$ cat src/rtl/fetch_ctrl.sv
// PC / instruction-register stage of the RISC core; tracks the program FSM state,
// issues instruction fetches, latches the IR and advances or redirects the PC at writeback.
package fetch_ctrl_pkg;
  typedef enum logic [2:0] {
    RESET_STATE = 3'd0,
    FETCH_INSTR = 3'd1,
    READ_OPS    = 3'd2,
    EXECUTE     = 3'd3,
    WRITEBACK   = 3'd4
  } state_type;
endpackage

module fetch_ctrl
  import fetch_ctrl_pkg::*;
#(
  parameter int unsigned ADDR_W    = 8,
  parameter int unsigned INSTR_W   = 16,
  parameter logic [ADDR_W-1:0] RESET_VEC = '0,
  parameter int unsigned CNT_W     = 16
) (
  input  logic               clk,
  input  logic               reset,
  input  state_type          current_state,
  output logic               imem_rd,
  output logic [ADDR_W-1:0]  imem_addr,
  input  logic [INSTR_W-1:0] imem_data,
  input  logic               branch_taken,
  input  logic [ADDR_W-1:0]  branch_target,
  input  logic               halt_req,
  output logic [INSTR_W-1:0] instr,
  output logic               instr_valid,
  output logic [ADDR_W-1:0]  pc,
  output logic [ADDR_W-1:0]  pc_plus1,
  output logic               halted,
  output logic [CNT_W-1:0]   retired_cnt
);

  function automatic logic [ADDR_W-1:0] wrap_inc(input logic [ADDR_W-1:0] a);
    wrap_inc = a + {{(ADDR_W-1){1'b0}}, 1'b1};
  endfunction

  // The counter is a debug aid; a wrapped count would be misleading, so it sticks at all-ones.
  function automatic logic [CNT_W-1:0] sat_inc(input logic [CNT_W-1:0] c);
    if (&c) sat_inc = c;
    else    sat_inc = c + {{(CNT_W-1){1'b0}}, 1'b1};
  endfunction

  logic              fetch_en;
  logic              wb_en;
  logic [ADDR_W-1:0] pc_next;

  always_comb begin
    fetch_en = (current_state == FETCH_INSTR) && !halted;
    wb_en    = (current_state == WRITEBACK) && !halted;
    pc_next  = branch_taken ? branch_target : wrap_inc(pc);
  end

  assign imem_rd   = fetch_en;
  assign imem_addr = pc;
  assign pc_plus1  = wrap_inc(pc);

  // Fetch stage: IR capture (memory read is combinational, so data is ready in the same cycle).
  always_ff @(posedge clk or posedge reset) begin
    if (reset) begin
      instr <= '0;
    end else if (fetch_en) begin
      instr <= imem_data;
    end
  end

  // Writeback stage: PC redirect/advance, retire count, halt capture.
  always_ff @(posedge clk or posedge reset) begin
    if (reset) begin
      pc          <= RESET_VEC;
      retired_cnt <= '0;
      instr_valid <= 1'b0;
      halted      <= 1'b0;
    end else if (fetch_en) begin
      instr_valid <= 1'b1;
    end else if (wb_en) begin
      pc          <= pc_next;
      retired_cnt <= sat_inc(retired_cnt);
      instr_valid <= 1'b0;
      halted      <= halt_req;
    end
  end

endmodule

$ cat config.mk
export PLATFORM = sky130hd
export DESIGN_NAME = fetch_ctrl
export DESIGN_NICKNAME = d
export VERILOG_FILES = /design/src/rtl/fetch_ctrl.sv
export SDC_FILE = /design/constraint.sdc
export NUM_CORES = 1
export LEC_CHECK = 0
export ABC_CLOCK_PERIOD_IN_PS = 1900
export CAP_MARGIN = 20
export CORE_ASPECT_RATIO = 0.8
export CORE_MARGIN = 2
export CORE_UTILIZATION = 39
export CTS_BUF_LIST = sky130_fd_sc_hd__clkbuf_8
export CTS_CLUSTER_SIZE = 24
export DETAILED_ROUTE_END_ITERATION = 8
export GPL_ROUTABILITY_DRIVEN = 0
export GPL_TIMING_DRIVEN = 0
export PLACE_DENSITY = 0.78
export REMOVE_ABC_BUFFERS = 1
export SYNTH_ARGS = -nofsm -noshare
export SYNTH_HDL_FRONTEND = slang
export SYNTH_SLANG_ARGS = --single-unit
$ cat constraint.sdc
create_clock -name clk -period 1.9 [get_ports clk]
set_input_delay 0.19 -clock clk [delete_from_list [all_inputs] [get_ports clk]]
set_output_delay 0.19 -clock clk [all_outputs]
set_load 0.005 [all_outputs]
## After elaboration in Yosys (flattened, before gate mapping)

Index checks and enable logic that the tools add are counted.
Widths: inputs -> output; s select.

| word-level totals | value |
|---|---|
| register bits | 42 |
| output and inout bits | 59 |

| cells by class | value |
|---|---|
| $add $sub $neg | 2 |
| equality and inequality tests | 2 |
| muxes and demuxes | 3 |
| bitwise gates (word level) | 2 |
| reduce and logical (&&, ||, !) cells | 7 |

Operators by type and width:

| operator | count |
|---|---|
| $add 16x1->16 const B | 1 |
| $reduce_and 16->1 | 1 |
| $add 8x1->8 const B | 1 |
| $mux 8 | 1 |
| $eq 3x1->1 const B | 1 |
| $eq 3x3->1 const B | 1 |
| $reduce_and 3->1 | 1 |
| $logic_and 1x1->1 | 2 |
| $mux 1 | 2 |
| $not 1->1 | 2 |
| $reduce_and 2->1 | 1 |
| $reduce_bool 2->1 | 1 |
| $logic_not 1->1 | 1 |

## Depth between registers and ports, before layout

Gate-level depths: netlist (run 1).

| depth | value |
|---|---|
| depth after elaboration | 4 |
| mapped depth | 6 |

## Worst setup path after synthesis (run 1)

Ideal clock, no wire load.

| path | value |
|---|---|
| path kind | register to register |
| start point | reg halted |
| end point | reg retired_cnt[9] |
| setup time | 0.079 ns |
| arrival | 1.845 ns |
| slack | -0.025 ns |
| stages on the path, launching flop included | 5 |
| buffers on the path | 0 |
| period minus slack after synthesis | 1.925 ns |
| cell sequence | dfrtp_1 -> or4b_4 -> or4_4 -> nor3b_2 -> xor2_1 |

| on the way | value |
|---|---|
| word-level cells in the longest chain between the ends | 4 |
| elaborated cells between the ends (all ways) | 5 |

RTL lines:

| element | RTL line | RTL |
|---|---|---|
| start: declaration | 34 | `output logic halted,` |
| start signal: assignment | 84 | `halted <= halt_req;` |
| $logic_not 1->1 * | 53, 54 |  |
| $logic_and 1x1->1 | 53 | `fetch_en = (current_state == FETCH_INSTR) && !halted;` |
| $not 1->1 (no line) | -- |  |
| $reduce_and 3->1 (no line) * | -- |  |
| end signal: assignment | 82 | `retired_cnt <= sat_inc(retired_cnt);` |
| end: declaration | 35 | `output logic [CNT_W-1:0] retired_cnt` |

Mark *: on every way between the ends. The rest lies on a longest branch, timed or not.
A chain may end at the register's enable or synchronous reset.

## Final worst setup path (run 1)

| path | value |
|---|---|
| start point | reg halted |
| end point | reg retired_cnt[11] |

The elaborated chain is that of the path after synthesis.

==> reports/results.ini, run 1 <==
[run_status]
status=complete, no violations

[route]
drc_errors=0
dr.pass1.iters=4
drt-initial-drc-count=58
via_per_inst=5.03
routed_wl_um=5310
vias=1779
wl_per_cell_um=15.0
ant_nets=0

[final_layout]
fin_nets=324
layout_common_cells=80 x clkdlybuf4s50_1, 35 x dfrtp_1, 19 x buf_4
area.growth.synth_to_final_pct=61.9
fin_util=0.663
antennaDiodeCount=0
drive_above_1_share=0.257
layout_commonest_cell=clkdlybuf4s50_1

[logic_synthesis]
synth_warnings=0
syn_area_sq_mm=0.00207
ys.flop_type=dfrtp_1
syn_area_per_cell_sq_um=11.2
yosysUniqueCellTypes=40
yosysSeqAreaShare=0.507
async_flop_share=1.00
synth-seq-cells=42
synth_edf_count=0
syn_inst=185

[timing]
setup_viol=0
finalCritPeriodShare=0.974
finClkSkew_ps=7.82
rsz0062_at_grt=true
finalMaxSlewViolations=0
worst_pin_slew_ps=493
fmax_mhz=540
worst_slack_ps=49.5
fin_crit_ps=1850
slew_headroom=0.668
hold_violations=0

[place]
dpl.hpwl_um=3510
numPortBuffers=89
place_ws_ps=-523

[die]
dieHeight_um=69.2
num_rows=23
start_util=0.409
die_area_sq_mm=0.00592
die_x_um=85.5
coreArea_sq_mm=0.00506
num_io_pins=90

[worst_setup_path]
crit_type=reg2reg
cp_cell_sequence=or4b_4 -> or4_4 -> nor3_2 -> xor2_1
startpoint_type=flip-flop
crit_arrival_ps=2070
cpPeakStageDelay_ps=510
critical_path_required_ps=2120
reg2reg_slack_ps=50
end_kind=flip-flop
cp_max_fo=4
rr_worst_depth=4
crit_slowest_cell=or4b_4

[power]
p_leak_nw=1.45
irDropWorstVdd_v=0.000697
power.density_mw_per_mm2=1120
total_power_mw=3.75

[cts]
cts.path.max_buffers=2
cts_tree=done
path_clk_slew_ps=80
ctsHtreeMaxLevel=2
cts-root-buf=clkbuf_8
cts_buffers=5
cts_sinks=42
clk-insertion-delay-late_ps=290

[global_route]
grt_usage=0.187
grt_pass1_vias=1755
grt_antenna_before_repair=0
grt-ovfl-total=0
grt_max_degree=34
grt_pass1_wl_um=8760

[hold_path]
hold_class=in2async

[job]
max_cap_violations=0

==> state kept, by name, indices dropped and copies added (netlist names) <==
signal / cells
instr_valid: 1
halted: 1
imem_addr: 8
retired_cnt: 16
instr: 16
==> critical path, delay by kind of cell (launching register included) <==
family	cells	cell delay [ps]
AND/OR/NAND/NOR	3	1200
XOR/XNOR	1	160
flip-flops	1	410
==> cells in the mapped netlist (2+ instances only) <==
master | instances | share of area
ha_1 | 2 | 0.012
buf_2 | 2 | 0.0048
inv_1 | 8 | 0.014
nand3_1 | 8 | 0.019
clkbuf_1 | 2 | 0.0036
o21ai_0 | 9 | 0.022
and3_1 | 2 | 0.0060
mux2_2 | 17 | 0.092
xnor2_1 | 4 | 0.017
dfrtp_1 | 42 | 0.51
nor4_1 | 2 | 0.0060
nand2_1 | 9 | 0.016
nand4_1 | 5 | 0.015
nor3_2 | 2 | 0.0097
a211oi_1 | 3 | 0.011
nor2_1 | 8 | 0.014
nor3_1 | 6 | 0.014
xor2_1 | 17 | 0.072
buf_4 | 8 | 0.029
a21oi_1 | 9 | 0.022
==> routing by layer <==
layer / up-vias / wire length [um] / global-route usage
met1: 854 / 2350 / 0.244
li1: 868 / - / -
met2: 50 / 2590 / 0.306
met3: 7 / 302 / 0.0452
met5: - / 0 / 0
met4: 0 / 65 / 0.0600
==> logic make-up (layout without fill, tap and decap cells) <==
| family | Yosys count | in the layout | share of synthesized area |
|---|---|---|---|
| adder cells (fa/ha/maj) | 2 | 2 | 0.0121 |
| XOR/XNOR | 21 | 21 | 0.0887 |
| AO/OA/AOI/OAI | 29 | 29 | 0.0845 |
| buffers and inverters | 21 | 127 | 0.0573 |
| multiplexers | 18 | 18 | 0.0972 |
| AND/OR/NAND/NOR | 52 | 53 | 0.153 |
| flip-flops | 42 | 42 | 0.507 |
==> worst paths after layout <==
kind / startpoint / end
max in group asynchronous: reset / retired_cnt[0]
min in group clk: branch_target[0] / imem_addr[0]
worst max register to register: halted / retired_cnt[11]
worst max-delay path: halted / retired_cnt[11]
worst min-delay path: reset / instr[3]
worst min register to register: instr_valid / instr_valid
==> timing repair <==
action,CTS,global route
gates resized for setup,24,9
hold buffers,0,0
endpoints found under the setup margin,21,14
setup buffers,12,6
gates cloned,1,0
hold endpoints to repair,0,0
pin swaps,6,5
==> area by class of cell <==
| cell class | count | area (sq um) |
|---|---|---|
| Clock buffer | 5 | 68.8 |
| Clock inverter | 3 | 40.0 |
| Fill cell | 405 | 1710 |
| Inverter | 8 | 30.0 |
| Multi-Input combinational cell | 123 | 1010 |
| Sequential cell | 42 | 1060 |
| Tap cell | 62 | 77.6 |
| Timing Repair Buffer | 111 | 1070 |
==> stage by stage <==
stage / cells / TNS, ps / hold WS, ps / cell area (sq um)
finish: 354 / 0 / 131 / 3360
global route: 354 / -89.0 / 143 / 3360
CTS: 348 / -299 / 127 / 3280
detailed placement: 327 / -5030 / 447 / 3010
global placement: 323 / -32870 / 460 / 2950
floorplan: 172 / -5220 / 314 / 1980
==> power breakdown <==
group          internal [mW]  switching (mW)  leakage [nW]  total (mW)
clock network          0.387           0.305        0.0579       0.691
logic                   1.11           0.516         0.886        1.62
registers               1.20           0.242         0.502        1.44
No activity file was read; power rests on OpenSTA's default activity.
==> inputs of run 2 (changes only) <==
--- a/config.mk
+++ b/config.mk
@@ -9,13 +9,12 @@
 export CAP_MARGIN = 20
 export CORE_ASPECT_RATIO = 0.8
 export CORE_MARGIN = 2
-export CORE_UTILIZATION = 39
+export CORE_UTILIZATION = 25
 export CTS_BUF_LIST = sky130_fd_sc_hd__clkbuf_8
 export CTS_CLUSTER_SIZE = 24
 export DETAILED_ROUTE_END_ITERATION = 8
 export GPL_ROUTABILITY_DRIVEN = 0
 export GPL_TIMING_DRIVEN = 0
-export PLACE_DENSITY = 0.78
 export REMOVE_ABC_BUFFERS = 1
 export SYNTH_ARGS = -nofsm -noshare
 export SYNTH_HDL_FRONTEND = slang
==> run 2 against run 1 <==
The flow now finishes with violations (negative setup slack). Register-to-register slack lost 130 ps. Routed wire length up 3.4%. Setup slack worse by 130 ps. Fmax fell by 6.4%. Die area increased by 53%. Global-route usage decreased by 5.9 points. Cell count grew 11%. Critical path type unchanged. Critical endpoint is now retired_cnt[13].
==> reports/results.ini, run 2 (synthesis gave the netlist of run 1 again) <==
[timing]
fin_crit_ps=1980
finClkSkew_ps=8.77
fmax_mhz=506
rsz0062_at_grt=true
hold_violations=0
setup_viol=4
fin_hold_ws_ps=245
finalCritPeriodShare=1.04
finalMaxSlewViolations=0
worst_slack_ps=-77.2
worst_pin_slew_ps=638
slew_headroom=0.573

[die]
die_x_um=106
coreArea_sq_mm=0.00798
die_area_sq_mm=0.00904
num_rows=29
start_util=0.260
dieHeight_um=85.5
num_io_pins=90

[place]
dpl.hpwl_um=3750
numPortBuffers=89
place_area_sq_mm=0.00308

[final_layout]
final_cell_area_sq_mm=0.00340
antennaDiodeCount=0
drive_above_1_share=0.235
fin_nets=318
layout_common_cells=80 x clkdlybuf4s50_1, 36 x dfrtp_1, 17 x mux2_2, 17 x xor2_1, 13 x buf_4
layout_commonest_cell=clkdlybuf4s50_1
area.growth.synth_to_final_pct=63.9
fin_util=0.426

[cts]
cts_sinks=42
path_clk_slew_ps=80
cts-root-buf=clkbuf_8
cts_tree=done
ctsHtreeMaxLevel=2
cts.path.max_buffers=2
hold_buffers=0
cts_buffers=5
clk-insertion-delay-late_ps=290

[run_status]
status=complete, but fails checks
violations=negative setup slack

[worst_setup_path]
end_kind=flip-flop
startpoint_type=flip-flop
critical_path_required_ps=2120
crit_arrival_ps=2200
cp_max_fo=4
crit_type=reg2reg

[global_route]
grt_antenna_before_repair=0
grt_max_degree=23
grt_pass1_vias=1760
grt-ovfl-total=0
grt_usage=0.127
grt_pass1_wl_um=9080

[power]
power.density_mw_per_mm2=1100
irDropWorstVdd_v=0.000486
p_leak_nw=1.42
total_power_mw=3.74

[route]
drt-initial-drc-count=36
vias=1761
drc_errors=0
wl_per_cell_um=14.0
dr.pass1.iters=3
ant_nets=0
routed_wl_um=5490
via_per_inst=4.48

[job]
max_cap_violations=0

[hold_path]
hold_class=in2async

run 2: worst max-delay path, cell delays in order, from the launching register on:
cell	delay [ps]
dfrtp_2	410
or4b_4	530
or4_4	600
nor3_4	220
xor2_1	150
run 2: path summary, 6_finish.rpt:
check / from / end / slack [ps] / depth (start not counted)
max: halted / retired_cnt[13] / -80 / 4
min: reset / retired_cnt[8] / 240 / 2
max reg2reg: halted / retired_cnt[13] / -80 / 4
min reg2reg: instr_valid / instr_valid / 490 / 1
max in group asynchronous: reset / imem_addr[3] / 1160 / 3
min in group clk: current_state[0] / imem_addr[7] / 450 / 3
run 2: layer usage:
metal / routed length, um / GRT usage
met4: 68 / 0.0443
met5: 0 / 0
met2: 2570 / 0.197
met3: 223 / 0.0246
met1: 2630 / 0.179
run 2: through the flow:
| step | setup TNS [ps] | cells | setup WS, ps |
|---|---|---|---|
| after floorplan | -5220 | 172 | -275 |
| after global placement | -37940 | 369 | -1270 |
| after detailed placement | -4540 | 373 | -523 |
| after CTS | -286 | 393 | -80.6 |
| after global routing | -838 | 393 | -140 |
| final | -288 | 393 | -77.2 |
run 2: layout make-up:
class	count	area, sq um
fillers	767	4580
flip-flops and latches	42	1060
repair buffers	105	1040
multi-input cells	123	1020
well taps	108	135
clock buffers	6	82.6
clock inverters	1	30.0
inverters	8	30.0
run 2: report_power, final:
group          leakage, nW  switching, mW  internal (mW)
sequential           0.503          0.256           1.19
combinational        0.865          0.495           1.07
clock               0.0573          0.308          0.421
total                 1.42           1.06           2.68
run 2: timing repair:
item	4_1_cts	5_1_grt
pin swaps	6	3
gates resized for setup	27	8
setup endpoints to repair	21	15
cloned	1	0
setup buffers	12	0
